===== config.mk =====
export PLATFORM = sky130hd
export DESIGN_NAME = wb_port_arbiter
export DESIGN_NICKNAME = d
export VERILOG_FILES = /design/src/rtl/wb_port_arbiter.sv
export SDC_FILE = /design/constraint.sdc
export NUM_CORES = 1
export LEC_CHECK = 0
export ABC_AREA = 1
export CORE_ASPECT_RATIO = 1.25
export CORE_UTILIZATION = 41
export CTS_CLUSTER_DIAMETER = 50
export DETAILED_ROUTE_END_ITERATION = 6
export GPL_TIMING_DRIVEN = 0
export PLACE_DENSITY = 0.87
export SYNTH_ARGS = -nofsm -noshare
export SYNTH_HDL_FRONTEND = slang
export SYNTH_SLANG_ARGS = --single-unit
export TNS_END_PERCENT = 100

===== constraint.sdc =====
create_clock -name clk_i -period 4.8 [get_ports clk_i]
set_clock_uncertainty 0.2 [all_clocks]
set_input_delay 0.96 -clock clk_i [delete_from_list [all_inputs] [get_ports clk_i]]
set_output_delay 0.96 -clock clk_i [all_outputs]
set_load 0.02 [all_outputs]

===== src/rtl/wb_port_arbiter.sv =====
// Register-file write-port arbiter: pipeline writeback has priority, mul/div and load refill
// share the remaining slots round-robin, with a starvation counter that forces a pipeline stall.
module wb_port_arbiter #(
  parameter int unsigned STARVE_LIMIT = 4,
  parameter int unsigned CNT_W        = 3
) (
  input  logic        clk_i,
  input  logic        rst_i,
  input  logic        pipe_valid_i,
  input  logic [4:0]  pipe_waddr_i,
  input  logic [31:0] pipe_wdata_i,
  input  logic        md_valid_i,
  input  logic [4:0]  md_waddr_i,
  input  logic [31:0] md_wdata_i,
  output logic        md_ready_o,
  input  logic        ld_valid_i,
  input  logic [4:0]  ld_waddr_i,
  input  logic [31:0] ld_wdata_i,
  output logic        ld_ready_o,
  output logic        pipe_stall_o,
  output logic [1:0]  wb_sel_o,
  output logic        rf_we_o,
  output logic [4:0]  rf_waddr_o,
  output logic [31:0] rf_wdata_o
);

  typedef enum logic {MdLast, LdLast} sec_e;

  localparam logic [CNT_W-1:0] Limit = CNT_W'(STARVE_LIMIT);

  sec_e             last_q, last_d;
  logic [CNT_W-1:0] wait_q, wait_d;
  logic [1:0]       wb_sel_q;
  logic             rf_we_q;
  logic [4:0]       rf_waddr_q;
  logic [31:0]      rf_wdata_q;

  logic        sec_pending, force_stall;
  logic        grant_pipe, grant_md, grant_ld, grant_any;
  logic [4:0]  win_addr;
  logic [31:0] win_data;
  logic [1:0]  win_sel;

  always_comb begin
    sec_pending = md_valid_i | ld_valid_i;
    force_stall = sec_pending & (wait_q == Limit);
    grant_pipe  = pipe_valid_i & ~force_stall;
    // On a tie the secondary that did not win last time goes first
    grant_md    = ~grant_pipe & md_valid_i & (~ld_valid_i | (last_q == LdLast));
    grant_ld    = ~grant_pipe & ld_valid_i & ~grant_md;
    grant_any   = grant_pipe | grant_md | grant_ld;

    win_addr = pipe_waddr_i;
    win_data = pipe_wdata_i;
    win_sel  = 2'b00;
    if (grant_md) begin
      win_addr = md_waddr_i;
      win_data = md_wdata_i;
      win_sel  = 2'b01;
    end else if (grant_ld) begin
      win_addr = ld_waddr_i;
      win_data = ld_wdata_i;
      win_sel  = 2'b10;
    end

    last_d = last_q;
    if (grant_md) begin
      last_d = MdLast;
    end else if (grant_ld) begin
      last_d = LdLast;
    end

    if (grant_md | grant_ld) begin
      wait_d = '0;
    end else if (sec_pending) begin
      wait_d = (wait_q == Limit) ? wait_q : wait_q + CNT_W'(1);
    end else begin
      wait_d = '0;
    end
  end

  assign md_ready_o   = grant_md & ~rst_i;
  assign ld_ready_o   = grant_ld & ~rst_i;
  assign pipe_stall_o = pipe_valid_i & force_stall & ~rst_i;

  always_ff @(posedge clk_i or posedge rst_i) begin
    if (rst_i) begin
      last_q     <= LdLast;
      wait_q     <= '0;
      wb_sel_q   <= 2'b00;
      rf_we_q    <= 1'b0;
      rf_waddr_q <= '0;
      rf_wdata_q <= '0;
    end else begin
      last_q <= last_d;
      wait_q <= wait_d;
      if (grant_any) begin
        // Writes to x0 are consumed but never reach the register file
        rf_we_q    <= |win_addr;
        rf_waddr_q <= win_addr;
        rf_wdata_q <= win_data;
        wb_sel_q   <= win_sel;
      end else begin
        rf_we_q <= 1'b0;
      end
    end
  end

  assign wb_sel_o   = wb_sel_q;
  assign rf_we_o    = rf_we_q;
  assign rf_waddr_o = rf_waddr_q;
  assign rf_wdata_o = rf_wdata_q;

endmodule


[Yosys cells after proc, flatten, opt, wreduce, memory -nomap -nowiden]
Cells that the tools add are included.
Storage, ports and cells
  register bits after elaboration: 44
  input bits: 116
  output and inout port bits: 43
  word-level logic and storage cells: 43
Operators by class
  add/sub/neg operators: 1
  equal/unequal tests: 2
  multiplexer cells: 12
  bitwise logic cells: 20
  reductions and logical operators: 2
Operator list (count)
  $mux W32: 2
  $and A1 B1 Y1: 10
  $mux W5: 2
  $mux W3: 3
  $not A1 Y1: 5
  $or A1 B1 Y1: 5
  $reduce_or A5 Y1: 1
  $mux W2: 2
  $add A3 B1 Y3 const B: 1
  $eq A3 B3 Y1 const B: 1
  $mux W1: 3
  $ne A3 B3 Y1 const B: 1
  $reduce_bool A2 Y1: 1

[Longest topological paths before layout]
Gate-level depths: netlist of the first run.
  word-level depth: 13
  mapped depth: 14
  mapped depth without buffers: 13

[Least setup slack after synthesis of the first run]
OpenSTA, ideal clock, no wires.
  kind: input to output
  from: in rst_i
  to: out pipe_stall_o
  arrival time: 2333 ps
  slack: 1307 ps
  stages: 3
  cell sequence: inv_1 -> nand2_1 -> nor2_1
Between the ends
  cells in the longest elaborated chain, start to end: 2
RTL lines
  start: declaration: RTL line 8  | input logic rst_i,
  $not A1 Y1: RTL line 84  | assign pipe_stall_o = pipe_valid_i & force_stall & ~rst_i;
  $and A1 B1 Y1: RTL line 84
  end: declaration: RTL line 20  | output logic pipe_stall_o,
Every way passes these cells.

[Worst setup path in the final report of the first run]
  from: in md_valid_i
  to: out md_ready_o
Between the ends
  cells in the longest elaborated chain, start to end: 8
RTL lines
  start: declaration: RTL line 12  | input logic md_valid_i,
  $or A1 B1 Y1: RTL line 45  | sec_pending = md_valid_i | ld_valid_i;
  $and A1 B1 Y1: RTL line 46  | force_stall = sec_pending & (wait_q == Limit);
  $not A1 Y1: RTL line 47  | grant_pipe = pipe_valid_i & ~force_stall;
  $and A1 B1 Y1: RTL line 47
  $not A1 Y1: RTL line 49  | grant_md = ~grant_pipe & md_valid_i & (~ld_valid_i | (last_q == LdLast));
  $and A1 B1 Y1 * (2 in series): RTL line 49
  $and A1 B1 Y1 *: RTL line 82  | assign md_ready_o = grant_md & ~rst_i;
  end: declaration: RTL line 15  | output logic md_ready_o,
Every way passes the cells marked *; elsewhere a longest branch is shown, timed or not.

==> results of run 1 <==
## layer usage
layer,vias to the layer above,global-route usage (%),part of all wire [%]
met4,0,8.33,2.0
li1,1484,-,-
met1,1419,30.1,40
met3,16,5.44,6.1
met2,115,46.6,52
met5,-,0,0
## worst max-delay path by stage
stage	start	to	slack, ps	depth (start not counted)
CTS	md_valid_i	md_ready_o	680	7
global route	md_valid_i	md_ready_o	570	7
global placement	rst_i	pipe_stall_o	50	5
finish	md_valid_i	md_ready_o	690	7
floorplan	rst_i	pipe_stall_o	1310	3
detailed placement	md_valid_i	md_ready_o	680	7
## cells by family (layout without fill, tap and decap cells)
| family | after synthesis | in the layout | synth area share, % |
|---|---|---|---|
| AND/OR/NAND/NOR | 210 | 210 | 34.4 |
| AO/OA/AOI/OAI | 51 | 51 | 13.0 |
| buffers and inverters | 56 | 222 | 9.75 |
| flip-flops | 44 | 44 | 41.9 |
| adder cells (fa/ha/maj) | 2 | 2 | 0.951 |
## registers in the layout, indices dropped and copies added (netlist names)
register / cells
rf_waddr_o: 5
rf_wdata_o: 32
wb_sel_o: 2
wait_q: 3
rf_we_o: 1
last_q: 1
## area by class of cell
cell class              instances  area, µm²  share of cell area [%]
inverters                      38        143                    3.18
flip-flops and latches         44       1100                    24.6
clock buffers                   5       68.8                    1.53
plain buffers                  18        114                    2.54
well taps                      85        106                    2.37
clock inverters                 3       90.1                    2.01
repair buffers                158       1590                    35.5
multi-input cells             263       1270                    28.3
## cells in the final DEF (no fill, tap or decap), types with 6 or more instances in the layout
cell	n
sky130_fd_sc_hd__o211ai_1	22
sky130_fd_sc_hd__nand4_1	6
sky130_fd_sc_hd__nand2_1	158
sky130_fd_sc_hd__o21ai_1	8
sky130_fd_sc_hd__nand3_1	21
sky130_fd_sc_hd__buf_2	10
sky130_fd_sc_hd__dfrtp_1	43
sky130_fd_sc_hd__clkdlybuf4s50_1	157
sky130_fd_sc_hd__inv_1	33
sky130_fd_sc_hd__a31oi_1	7
sky130_fd_sc_hd__nor2_1	16
sky130_fd_sc_hd__o21ai_0	7
## worst max-delay path: cells and delay by family
family	cells	cell delay, ps
AND/OR/NAND/NOR	2	250
AO/OA/AOI/OAI	1	340
buffers and inverters	4	1390
## where the power goes
| part | switching, mW | internal (mW) | leakage (nW) |
|---|---|---|---|
| sequential | 0.0343 | 0.436 | 0.524 |
| combinational | 0.263 | 0.258 | 1.52 |
| clock | 0.127 | 0.260 | 0.0784 |
| total | 0.424 | 0.954 | 2.12 |
## per-stage QoR
| step | cells | setup WS (ps) | util, % | cell area (µm²) | power (mW) |
|---|---|---|---|---|---|
| 2_1_floorplan | 363 | 1310 | - | 2630 | 0.725 |
| 3_3_place_gp | 605 | 46.2 | 69.9 | 4310 | 0.983 |
| 3_5_place_dp | 606 | 684 | 70.2 | 4330 | 0.999 |
| 4_1_cts | 614 | 681 | 72.8 | 4490 | 1.39 |
| 5_1_grt | 614 | 574 | 72.8 | 4490 | 1.45 |
| 6_report | 614 | 690 | 72.8 | 4490 | 1.38 |
==> results.md, run 1 <==
- The run finished with clean final reports.
- Setup repair after global routing left no endpoint under its margin.
- The number of primary I/O pins is 159.
- Dividing the detail-routed wire length by the instance count gives 14.0 µm.
- The destination of the worst hold path is rf_wdata_o[22].
- Routability-driven placement finished with a final weighted congestion of 0.863.
- The depth of the worst register-to-register path is 9.
- For this run, the register share of the synthesized area comes to 41.9%.
- The total of endpoints with negative setup slack in the final report is 0.
- After technology mapping, the gate count stands at 363.
- The length of the first detailed-routing pass in iterations is 4.
- At the pin with the least slew margin, the transition time is 562 ps.
- Counting the buffers created by CTS gives 5.
- The routed design has 8590 µm of wire.
- The endpoint identified for the worst register-to-register timing path is rf_wdata_o[18].
- The share of the synthesized area in the top cell type is 40.9%.
- The cell with the largest stage delay on the worst path is sky130_fd_sc_hd__clkdlybuf4s50_1.
- The post-route netlist has 8.13% of its cells at a drive strength greater than 1.
- The floorplan step defined a core boundary enclosing 6170 µm².
- The height of the die is 91.5 µm.
- During synthesis, Yosys emitted a total of 0 warnings.
- The total track usage is 26.0%.
- The setup slack on the worst flop-to-flop path is 2670 ps.
- The hold violation count in the final report was 0.
- In this run the mean area of a mapped cell was 7.25 µm².
- The path type of the worst setup path is primary input to output pin.
- The clock passes through at most 2 buffers.
- The area growth from synthesis to layout is 70.6%.
- Buffers placed on the I/O ports in this run total 157.
- The part of the cycle the worst path needs is 85.6%.
- Clock tree synthesis found a total of 44 sinks.
- The kind of capture point of the worst setup path is an output pin.
- In this run the static leakage power is 2.12 nW.
- The remaining routing DRC violations is 0.
- The worst hold path begins at rf_wdata_o[22].
- The H-tree level count is 2.
- In this design, the critical path's most frequently occurring cell is sky130_fd_sc_hd__clkdlybuf4s50_1.
- The worst-case IR drop observed on VDD is 0.000208 V.
- Across all layers, the routed design uses 3034 vias.
- The number of antenna violations at the first check in global routing is 0.
- The worst register-to-register path begins at last_q.
- In this design, the stage delay of the slowest critical-path cell is 610 ps.
- The signal on the critical path passes through clkdlybuf4s50_1 > inv_1 > a21oi_4 > nand2_4 > buf_2 > nor2_1 > clkdlybuf4s50_1.
- After synthesis, the netlist uses 25 different library cells.
- In this run, post-CTS repair resized a total of 0 instances.
- The tool flagged a number of max-cap violations equal to 0.
- The first global-routing pass estimated 13600 µm of wire.
- The post-synth design cell area is 2630 µm².
- Counting flops with an async set or reset pin after synthesis yields a share of 100%.
- Headroom to the max-slew limit came out at 62.2%.
- The antenna cell count is 0.
- The clock-pin slew reported for the worst setup and hold paths after clock tree synthesis is 80 ps.
- The die covers 6740 µm².
- The number of hold buffers added after CTS was 0.
- The via count of the first global-routing pass was 2943.
- Once detail routing completed, the nets flagged for antenna violations numbered 0.
- The later-pin clock latency in the skew report is 300 ps.
- The tightest min-delay check is of the flip-flop to flip-flop type.
- Hold is met by 282 ps.
- The largest area contributor in the synthesized netlist is sky130_fd_sc_hd__dfrtp_1.
- The initial core utilization is 42.7%.
- After synthesis, the most frequently instantiated cells are sky130_fd_sc_hd__nand2_1, sky130_fd_sc_hd__dfrtp_1, sky130_fd_sc_hd__inv_1, sky130_fd_sc_hd__o211ai_1, sky130_fd_sc_hd__nand3_1.
- The number of max-slew violations in the final report is 0.
- The number of synthesized flops with an enable pin is 0.
- The number of storage elements in the synthesis netlist is 44.
- The number of buffers inserted by post-CTS setup repair is 0.
- The post-route setup TNS is 0 ps.
- The number of nets in the final layout is 646.
- The cell sitting at the root of the clock tree is a sky130_fd_sc_hd__clkbuf_8.
- TritonCTS built the clock tree.
- Summed over all layers, the global routing overflow is 0.
- The detailed router finished its first iteration with 153 violations.
- In this run the worst path has a maximum fanout of 10.
- The maximum number of pins on one net before global-route repair is 39.
- The startpoint class of the critical path is a primary input.
- The power density over the cells is 307 nW/µm².
- The most used standard cell by instance count after synthesis is sky130_fd_sc_hd__nand2_1.
- By area the synthesized netlist is led by sky130_fd_sc_hd__dfrtp_1, sky130_fd_sc_hd__nand2_1, sky130_fd_sc_hd__o211ai_1.
- The average via count per standard cell is 4.94.
- The floorplan has 32 rows.
- The critical path arrival is 2950 ps.
- After layout, the minimum clock period comes to 4110 ps.
- The HPWL after detailed placement is 6730 µm.
- The depth of the worst hold-timing path is 2.
- STA puts the critical path data required time at 3640 ps.
- The most used flip-flop cell after synthesis is sky130_fd_sc_hd__dfrtp_1.
- The number of nets in the synthesized netlist is 481.
- The width of the chip is 73.6 µm.
- The maximum clock frequency is 243 MHz.
- The fill cell total of the finished layout is 507.
(Power assumes the default switching activity.)
==> run 2: changes to the inputs <==
CTS_CLUSTER_DIAMETER = 100   (was 50)
SLEW_MARGIN = 20   (was default)
==> results.md, run 2 (same netlist as run 1, synthesis figures left out) <==
- The flow ran to the end, and the final reports show no timing, DRC or antenna violations.
- The number of buffers between clock root and the deepest sink is 2 (unchanged).
- The startpoint class of the critical path is a primary input.
- The final RePlAce weighted congestion is 0.863 (unchanged).
- The TritonCTS buffer count is 5 (unchanged).
- On the critical path the largest part of the delay comes from buffers and inverters.
- The actual transition at the worst max-transition pin is 588 ps (+26.0 ps).
- The placed instance area was 4340 µm² (+0.17%).
- The most numerous cell type found on the critical path is sky130_fd_sc_hd__clkdlybuf4s50_1.
- The maximum clock frequency is 242 MHz (-0.41%).
- The flip-flop count of the largest register after layout is 32 (unchanged).
- The worst slack on hold paths was 281 ps (-0.911 ps).
- The area of the core region is 6170 µm² (unchanged).
- The kind of path behind the tightest hold check is flip-flop to flip-flop.
- The number of clock sinks was 44 (unchanged).
- The total of endpoints with negative setup slack in the final report is 0 (unchanged).
- CTS placed an instance of sky130_fd_sc_hd__clkbuf_8 at the clock tree root.
- The critical path arrival came to 2970 ps (+20 ps).
- The largest fanout on the critical path came to 10 (unchanged).
- The part of the cycle the worst path needs is 86.0% (+0.35 points).
- The average via count per standard cell came to 4.98 (+0.76%).
- The remaining antenna violation count after routing is 0 (unchanged).
- The core utilization of the finished layout is 72.4% (-0.41 points).
- In this run the most critical hold path is launched from rf_wdata_o[22].
- The worst voltage drop across the vdd grid is 0.000203 V (-2.1%).
- The length of the first detailed-routing pass in iterations is 4 (unchanged).
- The area growth from synthesis to final layout is 69.6%.
- The destination of the worst register-to-register timing path is rf_wdata_o[5].
- The later-pin clock latency in the skew report is 290 ps (about the same).
- The number of placement rows is 32 (unchanged).
- The CTS tree is yes.
- The initial core utilization is 42.7% (unchanged).
- The smallest setup slack after layout is 674 ps (-16.8 ps).
- The via count of the first global-routing pass came to 2993 (+1.7%).
- The total length of routed wires is 8610 µm (+0.19%).
- The kind of capture point of the worst setup path is an output pin.
- The number of violations of the max-capacitance limit came to 0 (unchanged).
- The violation count after the first detailed-route iteration is 107 (-30%).
- The final period demand of the worst path is 4130 ps (+16.8 ps).
- The depth of the worst hold-timing path is 2 (unchanged).
- The number of primary I/O pins is 159 (unchanged).
- The global-route congestion overflow total is 0 (unchanged).
- The critical path data required time was 3640 ps (about the same).
- The via count of the routed design came to 3057 (+0.76%).
- The reg-to-reg startpoint is wait_q[0].
- The worst slew margin relative to its limit came to 60.8% (-1.4 points).
- The clock-pin slew reported for the worst setup and hold paths after clock tree synthesis came to 70 ps (about the same).
- For hold timing, the worst endpoint is rf_wdata_o[22].
- The depth of the worst register-to-register path came to 12 (+3).
- The hold violation count in the final report is 0 (unchanged).
- The worst setup path is of the primary input to output pin kind.
- The placed instance count is 606 (unchanged).
- The H-tree level count is 2 (unchanged).
- The signal on the critical path passes through clkdlybuf4s50_1 > inv_1 > a21oi_4 > nand2_4 > buf_2 > nor2_1 > clkdlybuf4s50_1.
- The count of buffers inserted at the top-level ports was 157 (unchanged).
- The overall power consumption is 1.30 mW (-5.8%).
- The remaining routing DRC violations is 0 (unchanged).
- The number of max-slew violations in the final report is 0 (unchanged).
- The number of buffers inserted by post-CTS setup repair is 0 (unchanged).
- The antenna cell count is 0 (unchanged).
- The fill cell total of the finished layout is 523 (+3.2%).
- The floorplan die area is 6740 µm² (unchanged).
- The most common library cell in the layout ignoring fill and taps is sky130_fd_sc_hd__nand2_1.
- Setup repair after global routing left no endpoint under its margin.
- The top cell types in the final layout, fill and taps aside, are sky130_fd_sc_hd__nand2_1, sky130_fd_sc_hd__clkdlybuf4s50_1, sky130_fd_sc_hd__dfrtp_1, sky130_fd_sc_hd__inv_1, sky130_fd_sc_hd__o211ai_1.
- The total track usage came to 26.0% (about the same).
- The post-layout instance area was 4460 µm² (-0.56%).
- The global-route wire length before repair is 13500 µm (-0.21%).
- The setup slack on the worst flop-to-flop path is 2680 ps (about the same).
- The post-route setup TNS came to 0 ps (unchanged).
- The number of antenna violations at the first check in global routing is 0 (unchanged).
- The post-route non-filler standard cell count is 614 (unchanged).
- The number of nets in the final layout was 646 (unchanged).
- The wire length per cell came to 14.0 µm (+0.19%).
- The standby leakage power was 2.11 nW (-0.50%).
- The cell with the largest stage delay on the worst path is sky130_fd_sc_hd__clkdlybuf4s50_1.
- The detailed-placement wirelength estimate is 6780 µm (+0.71%).
- The height of the die is 91.5 µm (unchanged).
- The maximum number of pins on one net before global-route repair is 26 (-33%).
- The count of hold-fix buffers inserted at cts was 0 (unchanged).
- The layout cell share with drive strength beyond 1 was 8.13% (unchanged).
- The number of gates resized after cts came to 0 (unchanged).
- The placement-stage worst setup slack is 678 ps (-5.95 ps).
- The width of the chip is 73.6 µm (unchanged).
- The combined buffer and inverter count along the critical path is 4 (unchanged).
- The peak per-stage delay on the critical path came to 610 ps (about the same).
- The power density over the cells is 291 nW/µm² (-5.3%).
==> run 2: cell types whose count changed in the layout (fill, tap and decap cells not counted) <==
| cell | before | now |
|---|---|---|
| sky130_fd_sc_hd__bufinv_16 | 3 | 1 |
| sky130_fd_sc_hd__clkbuf_8 | 5 | 7 |
| sky130_fd_sc_hd__buf_12 | 1 | 0 |
| sky130_fd_sc_hd__buf_16 | 0 | 1 |
==> run 2: tightest hold or removal path, delay by kind of cell (launching register included) <==
family        cells  cell delay, ps
flops             1             350
simple gates      2             100
==> run 2: per-layer routing <==
layer / up-vias / share of wire, % / global-route usage (%) / routed length [µm]
met2: 118 / 53 / 46.6 / 4600
met5: - / 0 / 0 / 0
met3: 14 / 7.3 / 5.44 / 632
met1: 1439 / 37 / 29.7 / 3200
li1: 1486 / - / - / -
met4: 0 / 2.0 / 8.97 / 175
==> run 2: final cells by class <==
class / count / area (µm²) / share of cell area [%]
repair buffers: 158 / 1600 / 35.8
multi-input cells: 263 / 1270 / 28.5
flip-flops and latches: 44 / 1100 / 24.7
inverters: 38 / 143 / 3.20
plain buffers: 18 / 114 / 2.55
well taps: 85 / 106 / 2.38
clock buffers: 7 / 96.3 / 2.16
clock inverters: 1 / 30.0 / 0.673
==> run 2: worst max-delay path by stage <==
stage	startpoint	slack, ps	end	cells past startpoint
global placement	rst_i	50	pipe_stall_o	5
detailed placement	md_valid_i	680	md_ready_o	7
finish	md_valid_i	670	md_ready_o	7
floorplan	rst_i	1310	pipe_stall_o	3
CTS	md_valid_i	670	md_ready_o	7
global route	md_valid_i	570	md_ready_o	7
==> run 2: report_power, final <==
part           total (mW)  internal (mW)  leakage, nW  switching (mW)
registers           0.469          0.436        0.524          0.0336
logic               0.522          0.259         1.52           0.263
clock network       0.307          0.184       0.0645           0.123
total                1.30          0.878         2.11           0.420
==> run 3: changes to the inputs <==
RECOVER_POWER = 25   (was default)
==> results.md, run 3 (same netlist as run 1, synthesis figures left out) <==
- The fill cell total of the finished layout is 527 (+0.76%).
- The width of the chip is 73.6 µm (unchanged).
- The remaining routing DRC violations is 0 (unchanged).
- The worst slew margin relative to its limit came to 26.6% (-34 points).
- The source of the critical timing path is md_valid_i.
- The start point of the worst min-delay path is rf_wdata_o[22].
- In the layout the commonest cells are sky130_fd_sc_hd__nand2_1, sky130_fd_sc_hd__clkdlybuf4s50_1, sky130_fd_sc_hd__dfrtp_1, sky130_fd_sc_hd__inv_1, sky130_fd_sc_hd__o211ai_1.
- The later-pin clock latency in the skew report is 290 ps (about the same).
- The total track usage is 26.0% (unchanged).
- The post-route setup TNS is 0 ps (unchanged).
- The number of buffers between clock root and the deepest sink is 2 (unchanged).
- Relative to the synthesized area, the layout overhead comes to 68.7%.
- The largest fanout on the critical path was 10 (unchanged).
- The worst slack on hold paths came to 281 ps (-0.0290 ps).
- By startpoint and endpoint, the worst setup path is classified as primary input to output pin.
- The most common library cell in the layout ignoring fill and taps is sky130_fd_sc_hd__nand2_1.
- The global-route congestion overflow total came to 0 (unchanged).
- The H-tree level count was 2 (unchanged).
- The standby leakage power came to 2.10 nW (-0.49%).
- Grouping stages by cell kind, the critical path spends the most delay in buffers and inverters.
- The total of endpoints with negative setup slack in the final report came to 0 (unchanged).
- The cell chosen for the clock root is sky130_fd_sc_hd__clkbuf_8.
- The number of primary I/O pins was 159 (unchanged).
- The remaining antenna violation count after routing is 0 (unchanged).
- The global-route wire length before repair was 13500 µm (unchanged).
- The power density over the cells is 292 nW/µm² (+0.47%).
- The clock-pin slew reported for the worst setup and hold paths after clock tree synthesis is 70 ps (about the same).
- The antenna cell count was 0 (unchanged).
- The worst voltage drop across the vdd grid came to 0.000206 V (+1.2%).
- The final period demand of the worst path came to 4130 ps (+5.72 ps).
- The length of the first detailed-routing pass in iterations is 4 (unchanged).
- The number of max-slew violations in the final report came to 0 (unchanged).
- The sequential cell area came to 1100 µm² (unchanged).
- The area of the multi-input gates is 1270 µm² (unchanged).
- The critical path data required time is 3640 ps (about the same).
- The layout cell share with drive strength beyond 1 is 7.75% (-0.38 points).
- The initial core utilization is 42.7% (unchanged).
- The number of antenna violations at the first check in global routing is 0 (unchanged).
- The violation count after the first detailed-route iteration is 127 (+19%).
- The setup slack on the worst flop-to-flop path was 2670 ps (about the same).
- The kind of capture point of the worst setup path is an output pin.
- The via count of the first global-routing pass came to 2993 (unchanged).
- The maximum clock frequency was 242 MHz (-0.14%).
- In this design, the critical path's most frequently occurring cell is sky130_fd_sc_hd__clkdlybuf4s50_1.
- The actual transition at the worst max-transition pin was 1100 ps (+514 ps).
- The number of gates resized after cts is 0 (unchanged).
- The critical path goes through clkdlybuf4s50_1 > inv_1 > a21oi_4 > nand2_4 > buf_2 > nor2_1 > clkdlybuf4s50_1.
- The combined buffer and inverter count along the critical path is 4 (unchanged).
- In this run the worst hold path is classified as flip-flop to flip-flop.
- The worst register-to-register path begins at last_q.
- The hold violation count in the final report is 0 (unchanged).
- The detailed-placement wirelength estimate is 6780 µm (unchanged).
- The number of clock sinks came to 44 (unchanged).
- The part of the cycle the worst path needs is 86.1% (+0.12 points).
- The flip-flop count of the largest register after layout came to 32 (unchanged).
- The average via count per standard cell is 4.96 (-0.33%).
- The overall power consumption is 1.30 mW (about the same).
- The run finished with clean final reports.
- The area of the core region came to 6170 µm² (unchanged).
- The peak per-stage delay on the critical path is 610 ps (about the same).
- The floorplan die area is 6740 µm² (unchanged).
- The number of nets in the final layout is 646 (unchanged).
- The count of hold-fix buffers inserted at cts is 0 (unchanged).
- The via count of the routed design came to 3047 (-0.33%).
- The maximum number of pins on one net before global-route repair is 26 (unchanged).
- The final RePlAce weighted congestion is 0.863 (unchanged).
- The number of buffers inserted by post-CTS setup repair is 0 (unchanged).
- TritonCTS built the clock tree.
- The number of placement rows is 32 (unchanged).
- The critical path arrival is 2970 ps (about the same).
- The height of the die is 91.5 µm (unchanged).
- The largest individual stage delay along the critical path comes from the cell sky130_fd_sc_hd__clkdlybuf4s50_1.
- STA classifies the critical path startpoint as a primary input.
- The number of violations of the max-capacitance limit is 0 (unchanged).
- Setup repair after global routing left no endpoint under its margin.
- The total length of routed wires was 8610 µm (about the same).
- The TritonCTS buffer count is 5 (unchanged).
- The wire length per cell came to 14.0 µm (about the same).
- The count of buffers inserted at the top-level ports is 157 (unchanged).
## run 3: cell types whose count changed in the layout (fill, tap and decap cells not counted)
cell	change
sky130_fd_sc_hd__buf_16	-1
sky130_fd_sc_hd__clkbuf_1	+1
sky130_fd_sc_hd__inv_1	+1
sky130_fd_sc_hd__inv_2	-1
## run 3: layout make-up
type | instances | share of cell area (%)
sequential | 44 | 24.8
tap | 85 | 2.40
inverter | 38 | 3.21
clock inverter | 1 | 0.677
timing repair buffer | 158 | 35.5
clock buffer | 7 | 2.17
multi-input combinational | 263 | 28.6
buffer | 18 | 2.57
## run 3: metrics by stage
step	worst slack, ps	instance area [µm²]	util (%)	cells
after floorplan	1310	2630	-	363
after global placement	46.2	4310	69.9	605
after detailed placement	678	4340	70.3	606
after CTS	669	4460	72.4	614
after global routing	430	4440	72.0	614
final	668	4440	72.0	614
## run 3: routing by layer
metal	vias up	global-route usage, %	share of wire (%)
li1	1485	-	-
met1	1428	29.7	38
met2	120	46.6	53
met3	14	5.44	6.8
met4	0	8.97	2.0
met5	-	0	0
## run 3: final timing paths
path	endpoint	cells past startpoint
setup / recovery	md_ready_o	7
hold / removal	rf_wdata_o[22]	2
setup reg to reg	rf_wdata_o[31]	9
hold reg to reg	rf_wdata_o[22]	2
max in group asynchronous	rf_wdata_o[23]	3
min in group asynchronous	rf_wdata_o[25]	2
## run 3: worst register-to-register path, delay by kind of cell, from the launching register on
kind,cells,cell delay (ps)
AOI/OAI and AO/OA,1,350
buffers and inverters,3,530
DFF,1,540
and+or+nand+nor,5,450
## run 3: power breakdown
group / internal, mW / leakage, nW / switching (mW) / total [mW]
combinational: 0.257 / 1.51 / 0.263 / 0.520
sequential: 0.436 / 0.524 / 0.0337 / 0.469
clock: 0.184 / 0.0645 / 0.125 / 0.308
total: 0.876 / 2.10 / 0.421 / 1.30
